## config.mk

```make
export PLATFORM = sky130hd
export DESIGN_NAME = ex_mem_stage_flat
export DESIGN_NICKNAME = d
export VERILOG_FILES = /design/src/rtl/ex_mem_stage_pkg.sv /design/src/rtl/ex_mem_stage_if.sv /design/src/rtl/ex_mem_stage_skid_buf.sv /design/src/rtl/ex_mem_stage.sv /design/src/flat_wrapper.sv
export SDC_FILE = /design/constraint.sdc
export NUM_CORES = 1
export LEC_CHECK = 0
export ABC_AREA = 1
export CAP_MARGIN = 0
export CORE_UTILIZATION = 46
export DETAILED_ROUTE_END_ITERATION = 10
export PLACE_DENSITY = 0.86
export SLEW_MARGIN = 20
export SYNTH_ARGS = -nofsm -noshare
export SYNTH_HDL_FRONTEND = slang
export SYNTH_SLANG_ARGS = --single-unit
```

## constraint.sdc

```tcl
create_clock -name clk -period 2.1 [get_ports clk]
set_input_delay 0.21 -clock clk [delete_from_list [all_inputs] [get_ports clk]]
set_output_delay 0.21 -clock clk [all_outputs]
set_load 0.05 [all_outputs]
```

## src/rtl/ex_mem_stage_pkg.sv

```systemverilog
// ----------------------------------------------------------------------------
// em_pkg: shared types for the EX/MEM elastic pipeline stage.
//   EM_DATA_WIDTH : width of ALU result, store data and PC+4
//   EM_WIDTH      : destination register index width
//   em_payload_t  : full EX->MEM control/data bundle
//   em_state_e    : buffer occupancy states
// ----------------------------------------------------------------------------
package em_pkg;

  localparam int EM_DATA_WIDTH = 32;
  localparam int EM_WIDTH      = 5;

  typedef struct packed {
    logic                     RegWrite;
    logic [1:0]               ResultSrc;
    logic                     MemWrite;
    logic                     MemRead;
    logic [2:0]               modeAddr;
    logic [EM_DATA_WIDTH-1:0] ALUResult;
    logic [EM_DATA_WIDTH-1:0] WriteData;
    logic [EM_WIDTH-1:0]      Rd;
    logic [EM_DATA_WIDTH-1:0] PCPlus4;
  } em_payload_t;

  typedef enum logic [1:0] {
    EM_EMPTY = 2'd0,
    EM_FULL  = 2'd1,
    EM_SKID  = 2'd2
  } em_state_e;

endpackage

```

## src/rtl/ex_mem_stage_if.sv

```systemverilog
// ----------------------------------------------------------------------------
// ex_mem_stage_if: EX-side and MEM-side handshake plus payload of the EX/MEM
// stage.
//   slave  : view used by the stage (takes E side and ready_m, drives
//            ready_e and the M side)
//   master : view used by whatever surrounds the stage
// ----------------------------------------------------------------------------
interface ex_mem_stage_if #(
  parameter int DATA_WIDTH = 32,
  parameter int WIDTH      = 5
);
  logic                  valid_e;
  logic                  ready_e;
  logic                  RegWriteE;
  logic                  MemWriteE;
  logic                  MemReadE;
  logic [1:0]            ResultSrcE;
  logic [2:0]            modeAddrE;
  logic [DATA_WIDTH-1:0] ALUResultE;
  logic [DATA_WIDTH-1:0] WriteDataE;
  logic [DATA_WIDTH-1:0] PCPlus4E;
  logic [WIDTH-1:0]      RdE;

  logic                  valid_m;
  logic                  ready_m;
  logic                  RegWriteM;
  logic                  MemWriteM;
  logic                  MemReadM;
  logic [1:0]            ResultSrcM;
  logic [2:0]            modeAddrM;
  logic [DATA_WIDTH-1:0] ALUResultM;
  logic [DATA_WIDTH-1:0] WriteDataM;
  logic [DATA_WIDTH-1:0] PCPlus4M;
  logic [WIDTH-1:0]      RdM;

  modport slave (
    input  valid_e, RegWriteE, MemWriteE, MemReadE, ResultSrcE, modeAddrE,
           ALUResultE, WriteDataE, PCPlus4E, RdE, ready_m,
    output ready_e, valid_m, RegWriteM, MemWriteM, MemReadM, ResultSrcM,
           modeAddrM, ALUResultM, WriteDataM, PCPlus4M, RdM
  );

  modport master (
    output valid_e, RegWriteE, MemWriteE, MemReadE, ResultSrcE, modeAddrE,
           ALUResultE, WriteDataE, PCPlus4E, RdE, ready_m,
    input  ready_e, valid_m, RegWriteM, MemWriteM, MemReadM, ResultSrcM,
           modeAddrM, ALUResultM, WriteDataM, PCPlus4M, RdM
  );
endinterface

```

## src/rtl/ex_mem_stage_skid_buf.sv

```systemverilog
// ----------------------------------------------------------------------------
// pipe_skid_buf: generic elastic buffer, strict FIFO order, synchronous flush.
// Build option: EM_SKID_EN
//   defined   : main + skid entry, registered ready_o
//   undefined : main entry only, ready_o = !valid_o | ready_i
// Ports: clk, rst_n (async, active-low), flush_i, valid_i/ready_o/data_i
//        (upstream), valid_o/ready_i/data_o (downstream; data_o is the main
//        entry and holds its last value when invalid).
//
// state     | meaning
// EM_EMPTY  | nothing held, upstream accepted
// EM_FULL   | main entry valid
// EM_SKID   | main and skid valid, upstream stalled (skid build only)
// ----------------------------------------------------------------------------
module pipe_skid_buf
  import em_pkg::*;
#(
  parameter int W = 8
) (
  input  logic         clk,
  input  logic         rst_n,
  input  logic         flush_i,
  input  logic         valid_i,
  output logic         ready_o,
  input  logic [W-1:0] data_i,
  output logic         valid_o,
  input  logic         ready_i,
  output logic [W-1:0] data_o
);

  localparam logic [1:0] ST_EMPTY = EM_EMPTY;
  localparam logic [1:0] ST_FULL  = EM_FULL;

  logic [1:0]   state_q, state_d;
  logic [W-1:0] main_q, main_d;
  logic         in_fire, out_fire;

  assign valid_o  = (state_q != ST_EMPTY);
  assign data_o   = main_q;
  assign in_fire  = valid_i & ready_o;
  assign out_fire = valid_o & ready_i;

`ifdef EM_SKID_EN
  localparam logic [1:0] ST_SKID = EM_SKID;

  logic [W-1:0] skid_q, skid_d;
  logic         ready_q;

  assign ready_o = ready_q;

  always_comb begin
    state_d = state_q;
    main_d  = main_q;
    skid_d  = skid_q;
    // Flush drops everything, including a simultaneous capture.
    if (flush_i) begin
      state_d = ST_EMPTY;
    end else begin
      case (state_q)
        ST_EMPTY: if (in_fire) begin
          state_d = ST_FULL;
          main_d  = data_i;
        end
        ST_FULL: begin
          if (in_fire && out_fire) begin
            main_d = data_i;
          end else if (in_fire) begin
            state_d = ST_SKID;
            skid_d  = data_i;
          end else if (out_fire) begin
            state_d = ST_EMPTY;
          end
        end
        ST_SKID: if (out_fire) begin
          state_d = ST_FULL;
          main_d  = skid_q;
        end
        default: state_d = ST_EMPTY;
      endcase
    end
  end

  always_ff @(posedge clk or negedge rst_n) begin
    if (!rst_n) begin
      state_q <= ST_EMPTY;
      main_q  <= '0;
      skid_q  <= '0;
      ready_q <= 1'b1;
    end else begin
      state_q <= state_d;
      main_q  <= main_d;
      skid_q  <= skid_d;
      // Registered from next state so ready_m never reaches ready_e.
      ready_q <= (state_d != ST_SKID);
    end
  end
`else
  assign ready_o = ~valid_o | ready_i;

  always_comb begin
    state_d = state_q;
    main_d  = main_q;
    if (flush_i) begin
      state_d = ST_EMPTY;
    end else if (in_fire) begin
      state_d = ST_FULL;
      main_d  = data_i;
    end else if (out_fire) begin
      state_d = ST_EMPTY;
    end
  end

  always_ff @(posedge clk or negedge rst_n) begin
    if (!rst_n) begin
      state_q <= ST_EMPTY;
      main_q  <= '0;
    end else begin
      state_q <= state_d;
      main_q  <= main_d;
    end
  end
`endif

endmodule

```

## src/rtl/ex_mem_stage.sv

```systemverilog
// ----------------------------------------------------------------------------
// ex_mem_stage: elastic EX/MEM pipeline stage.
// Build option: EM_SKID_EN (adds a skid entry and a registered ready_e).
// Ports: clk, rst_n (async, active-low), flush_i (squash held entries),
//        bus (ex_mem_stage_if.slave: valid_e/ready_e + E bundle in,
//        valid_m/ready_m + M bundle out).
// RegWriteM/MemWriteM/MemReadM are qualified by valid_m so bubbles have no
// side effects; the data fields simply hold their last value.
// ----------------------------------------------------------------------------
module ex_mem_stage
  import em_pkg::*;
#(
  parameter int DATA_WIDTH = em_pkg::EM_DATA_WIDTH,
  parameter int WIDTH      = em_pkg::EM_WIDTH
) (
  input  logic               clk,
  input  logic               rst_n,
  input  logic               flush_i,
  ex_mem_stage_if.slave      bus
);

  localparam int PW = $bits(em_payload_t);

  em_payload_t   e_pl, m_pl;
  logic [PW-1:0] m_bits;
  logic          valid_m;

  always_comb begin
    e_pl           = '0;
    e_pl.RegWrite  = bus.RegWriteE;
    e_pl.ResultSrc = bus.ResultSrcE;
    e_pl.MemWrite  = bus.MemWriteE;
    e_pl.MemRead   = bus.MemReadE;
    e_pl.modeAddr  = bus.modeAddrE;
    e_pl.ALUResult = bus.ALUResultE;
    e_pl.WriteData = bus.WriteDataE;
    e_pl.Rd        = bus.RdE;
    e_pl.PCPlus4   = bus.PCPlus4E;
  end

  pipe_skid_buf #(.W(PW)) u_buf (
    .clk     (clk),
    .rst_n   (rst_n),
    .flush_i (flush_i),
    .valid_i (bus.valid_e),
    .ready_o (bus.ready_e),
    .data_i  (e_pl),
    .valid_o (valid_m),
    .ready_i (bus.ready_m),
    .data_o  (m_bits)
  );

  assign m_pl = em_payload_t'(m_bits);

  assign bus.valid_m    = valid_m;
  assign bus.RegWriteM  = m_pl.RegWrite & valid_m;
  assign bus.MemWriteM  = m_pl.MemWrite & valid_m;
  assign bus.MemReadM   = m_pl.MemRead  & valid_m;
  assign bus.ResultSrcM = m_pl.ResultSrc;
  assign bus.modeAddrM  = m_pl.modeAddr;
  assign bus.ALUResultM = m_pl.ALUResult[DATA_WIDTH-1:0];
  assign bus.WriteDataM = m_pl.WriteData[DATA_WIDTH-1:0];
  assign bus.PCPlus4M   = m_pl.PCPlus4[DATA_WIDTH-1:0];
  assign bus.RdM        = m_pl.Rd[WIDTH-1:0];

endmodule

```

## src/flat_wrapper.sv

```systemverilog
// flat-port wrapper written by rule: the top's interface ports become plain ports
module ex_mem_stage_flat import em_pkg::*;
#(
  parameter int DATA_WIDTH = em_pkg::EM_DATA_WIDTH,
  parameter int WIDTH      = em_pkg::EM_WIDTH
)
  (clk, rst_n, flush_i, bus_valid_e, bus_RegWriteE, bus_MemWriteE, bus_MemReadE, bus_ResultSrcE, bus_modeAddrE, bus_ALUResultE, bus_WriteDataE, bus_PCPlus4E, bus_RdE, bus_ready_m, bus_ready_e, bus_valid_m, bus_RegWriteM, bus_MemWriteM, bus_MemReadM, bus_ResultSrcM, bus_modeAddrM, bus_ALUResultM, bus_WriteDataM, bus_PCPlus4M, bus_RdM);
  ex_mem_stage_if #(.DATA_WIDTH(DATA_WIDTH), .WIDTH(WIDTH)) bus_i ();
  input  logic clk;
  input  logic rst_n;
  input  logic flush_i;
  input wire logic [$bits(bus_i.valid_e)-1:0] bus_valid_e;
  input wire logic [$bits(bus_i.RegWriteE)-1:0] bus_RegWriteE;
  input wire logic [$bits(bus_i.MemWriteE)-1:0] bus_MemWriteE;
  input wire logic [$bits(bus_i.MemReadE)-1:0] bus_MemReadE;
  input wire logic [$bits(bus_i.ResultSrcE)-1:0] bus_ResultSrcE;
  input wire logic [$bits(bus_i.modeAddrE)-1:0] bus_modeAddrE;
  input wire logic [$bits(bus_i.ALUResultE)-1:0] bus_ALUResultE;
  input wire logic [$bits(bus_i.WriteDataE)-1:0] bus_WriteDataE;
  input wire logic [$bits(bus_i.PCPlus4E)-1:0] bus_PCPlus4E;
  input wire logic [$bits(bus_i.RdE)-1:0] bus_RdE;
  input wire logic [$bits(bus_i.ready_m)-1:0] bus_ready_m;
  output wire logic [$bits(bus_i.ready_e)-1:0] bus_ready_e;
  output wire logic [$bits(bus_i.valid_m)-1:0] bus_valid_m;
  output wire logic [$bits(bus_i.RegWriteM)-1:0] bus_RegWriteM;
  output wire logic [$bits(bus_i.MemWriteM)-1:0] bus_MemWriteM;
  output wire logic [$bits(bus_i.MemReadM)-1:0] bus_MemReadM;
  output wire logic [$bits(bus_i.ResultSrcM)-1:0] bus_ResultSrcM;
  output wire logic [$bits(bus_i.modeAddrM)-1:0] bus_modeAddrM;
  output wire logic [$bits(bus_i.ALUResultM)-1:0] bus_ALUResultM;
  output wire logic [$bits(bus_i.WriteDataM)-1:0] bus_WriteDataM;
  output wire logic [$bits(bus_i.PCPlus4M)-1:0] bus_PCPlus4M;
  output wire logic [$bits(bus_i.RdM)-1:0] bus_RdM;
  assign bus_i.valid_e = bus_valid_e;
  assign bus_i.RegWriteE = bus_RegWriteE;
  assign bus_i.MemWriteE = bus_MemWriteE;
  assign bus_i.MemReadE = bus_MemReadE;
  assign bus_i.ResultSrcE = bus_ResultSrcE;
  assign bus_i.modeAddrE = bus_modeAddrE;
  assign bus_i.ALUResultE = bus_ALUResultE;
  assign bus_i.WriteDataE = bus_WriteDataE;
  assign bus_i.PCPlus4E = bus_PCPlus4E;
  assign bus_i.RdE = bus_RdE;
  assign bus_i.ready_m = bus_ready_m;
  assign bus_ready_e = bus_i.ready_e;
  assign bus_valid_m = bus_i.valid_m;
  assign bus_RegWriteM = bus_i.RegWriteM;
  assign bus_MemWriteM = bus_i.MemWriteM;
  assign bus_MemReadM = bus_i.MemReadM;
  assign bus_ResultSrcM = bus_i.ResultSrcM;
  assign bus_modeAddrM = bus_i.modeAddrM;
  assign bus_ALUResultM = bus_i.ALUResultM;
  assign bus_WriteDataM = bus_i.WriteDataM;
  assign bus_PCPlus4M = bus_i.PCPlus4M;
  assign bus_RdM = bus_i.RdM;
  ex_mem_stage #(.DATA_WIDTH(DATA_WIDTH), .WIDTH(WIDTH)) u_core (.clk(clk), .rst_n(rst_n), .flush_i(flush_i), .bus(bus_i));
endmodule
```

# Yosys cells after proc, flatten, opt, wreduce, memory -nomap -nowiden
# Index checks and enable logic that the tools add are counted.
[op_classes]
muxes = 3
bitwise = 8
n_reduce_logical = 3
[op_table]
columns = ["op", "count"]
rows = [
  ["$mux W2", 3],
  ["$and A1 B1 Y1", 5],
  ["$reduce_bool A3 Y1", 1],
  ["$not A1 Y1", 2],
  ["$reduce_and A2 Y1", 1],
  ["$reduce_bool A2 Y1", 1],
  ["$or A1 B1 Y1", 1],
]
[word_totals]
ff_bits = 111
output_inout_bits = 111
elab_cells = 16

# Longest topological paths before layout
# Gate-level depths: netlist of run 1.
[logic_depth]
depth_word = 6
ltp_mapped = 7
depth_no_buf = 5

# Modules after synthesis
# A second synthesis of run 1 with hierarchy kept.
[unflattened]
hier_cells = 484
hier_area_um2 = 4371.7
[by_module_without_submodules]
columns = ["module", "n_inst", "cells_per_inst", "area_each_um2"]
rows = [
  ["pipe_skid_buf", 1, 478, 4349.2],
  ["ex_mem_stage", 1, 6, 22.5],
]

# Worst setup path before layout of run 1
# OpenSTA, ideal clock, no wires.
[synth_path]
path_kind = "flip-flop to flip-flop"
from = "register u_core.u_buf.state_q[0]"
to = "register u_core.u_buf.main_q[0] (netlist: u_core.u_buf.data_o[0])"
arrival_ns = 1.310
slack_ns = 0.674
stages_incl_launch_ff = 6
n_path_buf = 2
period_less_slack_ns = 1.426
cell_sequence = "dfrtp_1 nand2_1 buf_2 buf_4 nand3_1 nand2_1"
[synth_between]
elab_chain_cells = 5
[synth_lines]
columns = ["item", "line", "source"]
rows = [
  ["from (decl)", "ex_mem_stage_skid_buf.sv:34", "logic [1:0] state_q, state_d;"],
  ["from (signal assigned)", "ex_mem_stage_skid_buf.sv:118", "state_q <= state_d;"],
  ["$reduce_bool A2 Y1", "ex_mem_stage_skid_buf.sv:38", "assign valid_o = (state_q != ST_EMPTY);"],
  ["$not A1 Y1", "ex_mem_stage_skid_buf.sv:98", "assign ready_o = ~valid_o | ready_i;"],
  ["$or A1 B1 Y1", "ex_mem_stage_skid_buf.sv:98", ""],
  ["$and A1 B1 Y1", "ex_mem_stage_skid_buf.sv:40", "assign in_fire = valid_i & ready_o;"],
  ["$reduce_and A2 Y1 (no source line)", "-", ""],
  ["to (signal assigned)", "ex_mem_stage_skid_buf.sv:119", "main_q <= main_d;"],
  ["to (decl)", "ex_mem_stage_skid_buf.sv:35", "logic [W-1:0] main_q, main_d;"],
]
# Every way passes these cells.
# A chain may end at the register's enable or synchronous reset.

# Final worst setup path of run 1
[layout_path]
from = "register u_core.u_buf.state_q[0]"
to = "output port bus_MemWriteM"
[layout_between]
elab_chain_cells = 2
[layout_lines]
columns = ["item", "line", "source"]
rows = [
  ["$reduce_bool A2 Y1", "ex_mem_stage_skid_buf.sv:38", ""],
  ["$and A1 B1 Y1", "ex_mem_stage.sv:57", "assign bus.MemWriteM = m_pl.MemWrite & valid_m;"],
  ["to (decl)", "flat_wrapper.sv:26", "output wire logic [$bits(bus_i.MemWriteM)-1:0] bus_MemWriteM;"],
]
# Every way passes these cells.

==> impl_metrics.tcl, run 1 <==
set metrics [dict create \
    worstPathCellList "nand2_1 > inv_1 > clkdlybuf4s50_1" \
    antenna_found_initial 0 \
    grt_pass1_vias 4004 \
    rsz0062_at_grt "no" \
    crit_fanout 5 \
    postCtsSetupBuffers 0 \
    layout-drive-gt1-share 0.04429 \
    startpoint "u_core.u_buf.state_q[0]" \
    drt_first_iter_violations 281 \
    die_w_microns 108.2 \
    worst_pin_slew_ns 0.6093 \
    crit_path_max_incr_delay_ns 0.82 \
    path_class "reg2out" \
    crit_end "bus_MemWriteM" \
    critPathSlowestCell "clkdlybuf4s50_1" \
    r2r_cells 5 \
    core_sq_um 10940 \
    portBuffers 224 \
    yosysTopAreaCellShare 0.5301 \
    synthesis.nets 704 \
    grt_usage 0.2118 \
    synthTopCellsByArea "dfrtp_1, buf_4, nand2_1" \
    cts_tree "done" \
    routed_wl_mm 12.14 \
    path_clk_slew_ns 0.07 \
    area_delta_synth_final_pct 34.77 \
    hpwl_mm 8.671 \
    initial_utilization 0.4748 \
    ys_types 12 \
    slew_headroom 0.5938 \
    peakVddDrop_mv 0.4829 \
    cts_buffers 9 \
    die_h_microns 108.2 \
    max_freq_mhz 510.8 \
    die_area_sq_um 11720 \
    ioPinCount 225 \
    hold_buffers 1 \
    fin_hold_ws_ns 0.3806 \
    hold_viol 0 \
    r2r_end "u_core.u_buf.data_o[63]" \
    dr.pass1.iters 4 \
    yosysSeqAreaShare 0.5301 \
    antenna_left 0 \
    period_needed_ns 1.958 \
    mostFrequentLayoutCell "clkdlybuf4s50_1" \
    ctsResizeCount 0 \
    synth_seq_cells 110 \
    endpoint_kind "output port" \
    vias 4012 \
    yosysWarnings 0 \
    yosys.area.top_type "dfrtp_1" \
    htree_levels 3 \
    cap_violations 0 \
    clkSinkCount 110 \
    setup_viol 0 \
    num_rows 38 \
    cp_data_required_time_ns 1.89 \
    cp.arrival_ns 1.75 \
    fin_nets 809 \
    critPathLaunchType "register" \
    slew_violations 0 \
    cts-root-buf "clkbuf_16" \
    clk-insertion-delay-late_ns 0.34 \
    n_antenna_cell 0 \
    synth_area_sq_um 5192 \
    drt-wirelength-per-cell_microns 14.45 \
    hp-class "in2async" \
    grt-ovfl-total 0 \
    grt_first_pass_wirelength_mm 19.16 \
    leakage_nw 3.406 \
    synthCells 590 \
    ff2ff_setup_slack_ns 0.66 \
    r2r_start "u_core.u_buf.state_q[0]" \
    clockBufferDepth 2 \
    finalCritPeriodShare 0.9323 \
    syn_area_per_cell_sq_um 8.801 \
    fin_setup_tns_ns 0 \
    final_cell_mix "clkdlybuf4s50_1, nand2_1, dfrtp_1" \
    drc 0 \
    gp_congestion 0.7577 \
    fin_worst_skew_ns 0.009286 \
    grt_max_degree 65 \
    fillers 895 \
    p_per_area_nw_per_um2 940.2 \
    avgViaCountPerCell 4.776 \
    status "finished clean" \
]
## state kept, by name, summed over array words and instances (netlist names)
register	cells
u_core.u_buf.data_o	109
u_core.u_buf.state_q	1
## power by group
part           leakage (nW)  switching, mW  internal [mW]
sequential             1.36          0.178           2.42
combinational          1.91           1.57          0.834
clock                 0.135          0.732          0.837
total                  3.41           2.48           4.10
## cells in the mapped netlist
library cell  instances
nand3_1             109
a21oi_1               1
inv_1                 4
dfrtp_1             110
nand2_1             222
buf_6                 4
clkbuf_1              1
nand2_2               1
nor2_4                1
buf_4               116
inv_2                 1
buf_2                20
## cell type report
type	count	area, sq um	share of cell area
Sequential cell	110	2753	0.3933
Timing Repair Buffer	235	2360	0.3372
Multi-Input combinational cell	334	1414	0.2020
Clock buffer	11	242.7	0.03469
Tap cell	140	175.2	0.02503
Clock inverter	5	35.03	0.005006
Inverter	5	18.77	0.002682
## cells by family after synthesis
family / synth area share
flip-flops: 0.5301
AO/OA/AOI/OAI: 0.0009629
AND/OR/NAND/NOR: 0.2689
buffers and inverters: 0.2000
## per-layer routing
layer	vias up	global-route usage	wire length [microns]
li1	1959	-	-
met1	1873	0.2421	4771
met5	-	0	0
met2	160	0.3831	6322
met4	0	0.09687	273
met3	20	0.03797	767
## per-stage QoR
stage	instances	utilization	setup slack (ns)	area, sq um	power, mW
2_1_floorplan	590	-	0.6738	5192	4.505
3_3_place_gp	823	0.6136	0.5000	6710	5.006
3_5_place_dp	823	0.6136	0.4169	6710	5.056
6_report	840	0.6399	0.1421	6998	6.579
4_1_cts	840	0.6399	0.1313	6998	6.630
5_1_grt	840	0.6399	0.06781	6998	6.861
## critical path, delay by kind of cell, from the launching register on
kind	cells	cell delay (ns)
DFF	1	0.44
and+or+nand+nor	1	0.08
buffers and inverters	2	0.89
## worst min-delay path by stage
stage / startpoint / end
floorplan: rst_n / u_core.u_buf.data_o[0]
global placement: rst_n / u_core.u_buf.data_o[15]
detailed placement: rst_n / u_core.u_buf.data_o[97]
CTS: rst_n / u_core.u_buf.data_o[97]
global route: bus_WriteDataE[2] / u_core.u_buf.data_o[39]
finish: rst_n / u_core.u_buf.data_o[97]
Note: power is estimated with default switching activity, not from simulation.
==> run 2, diff against run 1 <==
- CORE_UTILIZATION: 46 -> 36
- PLACE_DENSITY: 0.86 -> 0.77
- SYNTH_HIERARCHICAL: default -> 1
- clock period: 2.1 -> 1.6 ns (I/O delays scaled with it)
==> run 2 against run 1 <==
Net effect: the run now ends with DRC left; sequential cell count stayed put; combinational power increased by 27%; critical path depth unchanged; sequential share of layout area increased by 0.80 points; wire length increased by 0.17%; die area up 7.4%; synthesized area fell by 16%; global-route usage decreased by 1.5 points; hold slack worse by 0.098 ns; first-iteration DRC count shrank 1.4%; register-to-register slack worse by 0.28 ns; count of clock-buffer cells in the layout did not move; largest cell class unchanged.
==> impl_metrics.tcl, run 2 <==
set metrics [dict create \
    hpwl_mm 8.634 \
    setup_viol 0 \
    mostFrequentLayoutCell "nand2_1" \
    fin_nets 808 \
    portBuffers 224 \
    dp.cells 825 \
    peakVddDrop_mv 0.5877 \
    cts_buffers 9 \
    fin_worst_skew_ns 0.007370 \
    synth_seq_cells 110 \
    critPathLaunchType "register" \
    grt_max_degree 69 \
    clk-insertion-delay-late_ns 0.34 \
    endpoint_kind "output port" \
    path_clk_slew_ns 0.07 \
    area_delta_synth_final_pct 56.90 \
    grt_usage 0.1965 \
    clockBufferDepth 2 \
    cpMostUsedCell "buf_12" \
    antenna_left 0 \
    synthTopCellsByArea "dfrtp_1, nand2_1, nand3_1" \
    dpl_cell_area_sq_um 6544 \
    yosysWarnings 6 \
    grt_pass1_vias 3951 \
    vias 4052 \
    ioPinCount 225 \
    drt-wirelength-per-cell_microns 14.45 \
    ctsResizeCount 0 \
    fillers 1006 \
    fin_setup_tns_ns 0 \
    p_per_area_nw_per_um2 1279 \
    n_antenna_cell 0 \
    crit_fanout 45 \
    avgViaCountPerCell 4.818 \
    critPathSlowestCell "dfrtp_1" \
    drc 15 \
    max_freq_mhz 665.4 \
    die_area_sq_um 12590 \
    hold_buffers 1 \
    final_area_sq_um 6859 \
    hold_viol 0 \
    clkSinkCount 110 \
    yosysSeqAreaShare 0.6297 \
    worstPathCellList "nand2_4 > buf_12 > buf_12" \
    r2r_start "u_core/u_buf/state_q[0]" \
    layout-drive-gt1-share 0.1977 \
    startpoint "u_core/u_buf/state_q[0]" \
    initial_utilization 0.3764 \
    worst_pin_slew_ns 0.3747 \
    die_w_microns 112.2 \
    final_cell_mix "nand2_1, clkdlybuf4s50_1, dfrtp_1" \
    period_needed_ns 1.503 \
    dr.pass1.iters 8 \
    crit_family "flip-flops" \
    synthesis.nets 598 \
    finalCritPeriodShare 0.9392 \
    ys_async_sr_fraction 1.000 \
    synth_area_sq_um 4372 \
    num_rows 39 \
    postCtsSetupBuffers 0 \
    cts-root-buf "clkbuf_16" \
    synth-edff-count 0 \
    slew_headroom 0.7502 \
    syn_area_per_cell_sq_um 9.032 \
    antenna_found_initial 0 \
    cp.buffers_inverters 2 \
    path_class "reg2out" \
    violations "DRC" \
    die_h_microns 112.2 \
    cp_data_required_time_ns 1.44 \
    grt_first_pass_wirelength_mm 19.64 \
    cts_tree "done" \
    yosys.cell_count.top_type "nand2_1" \
    drt_first_iter_violations 277 \
    r2r_cells 4 \
    gp_congestion 0.7829 \
    r2r_end "u_core/u_buf/data_o[79]" \
    cp.arrival_ns 1.34 \
    status "finished, violations left" \
    synthCells 484 \
    crit_end "bus_ready_e" \
    synth_common_cells "nand2_1, dfrtp_1, nand3_1" \
    dp_worst_setup_slack_ns 0.08165 \
    yosysTopAreaCellShare 0.6297 \
    slew_violations 0 \
    grt-ovfl-total 0 \
    yosys.area.top_type "dfrtp_1" \
    fin_cells 841 \
    cp.depth 3 \
    leakage_nw 3.586 \
    synth_top_flop_cell "dfrtp_1" \
    rsz0062_at_grt "no" \
    total_power_mw 8.769 \
    largest_reg_flops 109 \
    crit_path_max_incr_delay_ns 0.45 \
    ff2ff_setup_slack_ns 0.38 \
    fin_ws_ns 0.09725 \
    core_sq_um 11610 \
    routed_wl_mm 12.16 \
    htree_levels 3 \
    hp-class "in2async" \
    ys_types 12 \
    cap_violations 0 \
]
[run 2: cell families (layout without fill, tap and decap cells)]
family,after synthesis,count (layout),share of synthesized area
AO/OA/AOI/OAI,1,1,0.001144
AND/OR/NAND/NOR,333,333,0.3200
buffers and inverters,40,254,0.04922
flip-flops,110,110,0.6297
[run 2: how the worst min path moves through the flow]
stage          startpoint                 endpoint  cells after the start
2_1_floorplan       rst_n   u_core/u_buf/data_o[0]                      0
3_3_place_gp        rst_n  u_core/u_buf/data_o[83]                      1
3_5_place_dp        rst_n  u_core/u_buf/data_o[73]                      1
4_1_cts             rst_n  u_core/u_buf/data_o[73]                      2
5_1_grt             rst_n  u_core/u_buf/data_o[73]                      2
6_report            rst_n  u_core/u_buf/data_o[73]                      2
[run 2: final cells by class]
type                            instances  area (sq um)  share of cell area
Tap cell                              143         178.9             0.02609
Inverter                                5         18.77            0.002736
Sequential cell                       110          2753              0.4013
Timing Repair Buffer                  234          2190              0.3192
Clock inverter                          4         72.57             0.01058
Multi-Input combinational cell        334          1414              0.2061
Clock buffer                           11         232.7             0.03393
[run 2: through the flow]
stage / hold WS [ns] / util
after floorplan: -0.1356 / -
after global placement: 0.1057 / 0.5635
after detailed placement: 0.1063 / 0.5635
after CTS: 0.2916 / 0.5906
after global routing: 0.3191 / 0.5906
final: 0.2827 / 0.5906
[run 2: where the power goes]
group | internal (mW) | total, mW | switching [mW]
registers | 3.18 | 3.43 | 0.244
logic | 0.982 | 3.05 | 2.06
clock network | 1.36 | 2.30 | 0.934
[run 2: layer usage]
metal | vias to the layer above | wire [microns] | global-route usage
li1 | 1961 | - | -
met1 | 1922 | 5049 | 0.2453
met2 | 153 | 6016 | 0.3300
met3 | 16 | 861 | 0.04968
met4 | 0 | 229 | 0.07378
met5 | - | 0 | 0
==> run 3, diff against run 2 <==
- CORE_MARGIN: default -> 4
- SLEW_MARGIN: 20 -> 40
==> run 3 against run 2 <==
Net effect: count of clock-buffer cells in the layout unchanged; register-to-register slack got worse by 0.10 ns; the flow now finishes without violations; wire length increased by 5.7%; clock skew decreased by 0.0015 ns; sequential share of layout area down 0.45 points; combinational power about the same.
==> impl_metrics.tcl, run 3 (synthesis gave the netlist of run 2 again) <==
set metrics [dict create \
    status "finished clean" \
    grt_pass1_vias 4019 \
    hold_viol 0 \
    worst_pin_slew_ns 0.3401 \
    drc 0 \
    core_sq_um 11660 \
    antenna_found_initial 0 \
    r2r_cells 5 \
    cts_buffers 9 \
    grt_max_degree 75 \
    fin_cells 843 \
    p_sw_frac 0.3626 \
    layout-drive-gt1-share 0.2029 \
    max_freq_mhz 666.0 \
    gp_congestion 0.7771 \
    clkSinkCount 110 \
    largest_reg_flops 109 \
    slew_violations 0 \
    power.share.clock 0.285 \
    endpoint_kind "output port" \
    total_power_mw 9.075 \
    die_area_sq_um 13970 \
    fin_worst_skew_ns 0.005830 \
    period_needed_ns 1.502 \
    portBuffers 224 \
    avgViaCountPerCell 4.771 \
    p_seq_frac 0.377 \
    mostFrequentLayoutCell "nand2_1" \
    ctsResizeCount 0 \
    dp.cells 825 \
    slew_headroom 0.7732 \
    grt_first_pass_wirelength_mm 20.90 \
    hp-class "in2async" \
    finalCritPeriodShare 0.9385 \
    grt_usage 0.1833 \
    fin_nets 809 \
    area_delta_synth_final_pct 58.67 \
    ioPinCount 225 \
    n_antenna_cell 0 \
    clockBufferDepth 2 \
    final_cell_mix "nand2_1, clkdlybuf4s50_1, dfrtp_1" \
    p_int_mw 5.784 \
    fin_ws_ns 0.09846 \
    drt_first_iter_violations 239 \
    rsz0062_at_grt "no" \
    path_clk_slew_ns 0.07 \
    dpl_cell_area_sq_um 6544 \
    die_w_microns 118.2 \
    setup_viol 0 \
    dr.pass1.iters 4 \
    drt-wirelength-per-cell_microns 15.24 \
    crit_fanout 21 \
    postCtsSetupBuffers 0 \
    leakage_nw 3.622 \
    cts_tree "done" \
    switchingPower_mw 3.291 \
    vias 4022 \
    r2r_start "u_core/u_buf/state_q[0]" \
    cp_data_required_time_ns 1.44 \
    die_h_microns 118.2 \
    power_frac_comb 0.337 \
    num_rows 39 \
    fin_setup_tns_ns 0 \
    clk-insertion-delay-late_ns 0.34 \
    p_per_area_nw_per_um2 1308 \
    final_area_sq_um 6937 \
    dp_worst_setup_slack_ns 0.06643 \
    grt-ovfl-total 0 \
    routed_wl_mm 12.84 \
    cap_violations 0 \
    cts-root-buf "clkbuf_16" \
    path_class "reg2out" \
    r2r_end "u_core/u_buf/data_o[57]" \
    ff2ff_setup_slack_ns 0.28 \
    initial_utilization 0.3749 \
    hpwl_mm 9.274 \
    antenna_left 0 \
    htree_levels 3 \
    critPathLaunchType "register" \
    peakVddDrop_mv 0.7319 \
    cp.arrival_ns 1.34 \
]
[run 3: cell types whose count changed in the layout (fill, tap and decap cells not counted), sizes merged]
cell      change
bufinv        +1
clkbuf        +1
clkinv        -1
clkinvlp      +1
[run 3: worst max path at each step]
| stage | slack [ns] | cells past startpoint | startpoint | endpoint |
|---|---|---|---|---|
| 6_report | 0.1 | 3 | u_core/u_buf/state_q[0] | bus_ready_e |
| 5_1_grt | 0.02 | 3 | u_core/u_buf/state_q[0] | bus_ready_e |
| 4_1_cts | 0.03 | 3 | u_core/u_buf/state_q[0] | bus_ready_e |
| 3_5_place_dp | 0.07 | 6 | bus_valid_e | u_core/u_buf/data_o[67] |
| 3_3_place_gp | 0.09 | 6 | bus_valid_e | u_core/u_buf/data_o[24] |
| 2_1_floorplan | 0.16 | 4 | u_core/u_buf/state_q[0] | u_core/u_buf/data_o[92] |
[run 3: critical path, stage by stage, from the launching register on]
cell and delay, ns:
dfrtp_1 0.45, nand2_4 0.21, buf_12 0.19, buf_12 0.15
[run 3: area by class of cell]
| type | instances | area [sq um] |
|---|---|---|
| clock buffer | 11 | 252.7 |
| clock inverter | 5 | 105.1 |
| fill | 1034 | 4726 |
| inverter | 5 | 18.77 |
| multi-input combinational | 334 | 1414 |
| sequential | 110 | 2753 |
| tap | 143 | 178.9 |
| timing repair buffer | 235 | 2215 |
[run 3: stage by stage]
stage / hold slack (ns) / utilization
2_1_floorplan: -0.1356 / -
3_3_place_gp: 0.1732 / 0.5611
3_5_place_dp: 0.1797 / 0.5611
4_1_cts: 0.3502 / 0.5926
5_1_grt: 0.3708 / 0.5948
6_report: 0.3615 / 0.5948
[run 3: repair_timing]
item / 4_1_cts / 5_1_grt
hold buffers: 1 / 0
setup endpoints to repair: 0 / 1
endpoints found under the hold margin: 110 / 0
[run 3: power by group through the flow]
stage	registers, mW	logic [mW]	clock network, mW
floorplan	4.83	0.481	0
global placement	3.46	3.04	0
finish	3.42	3.06	2.59
global route	3.48	3.23	2.77
CTS	3.42	3.08	2.66
detailed placement	3.47	3.08	0
[run 3: routing by layer]
layer  global-route usage  wire length (microns)  vias up
met5                    0                      0        -
met4              0.06374                    240        0
met3              0.05014                    934       18
met2               0.3098                   6520      148
met1               0.2271                   5149     1896
li1                     -                      -     1960
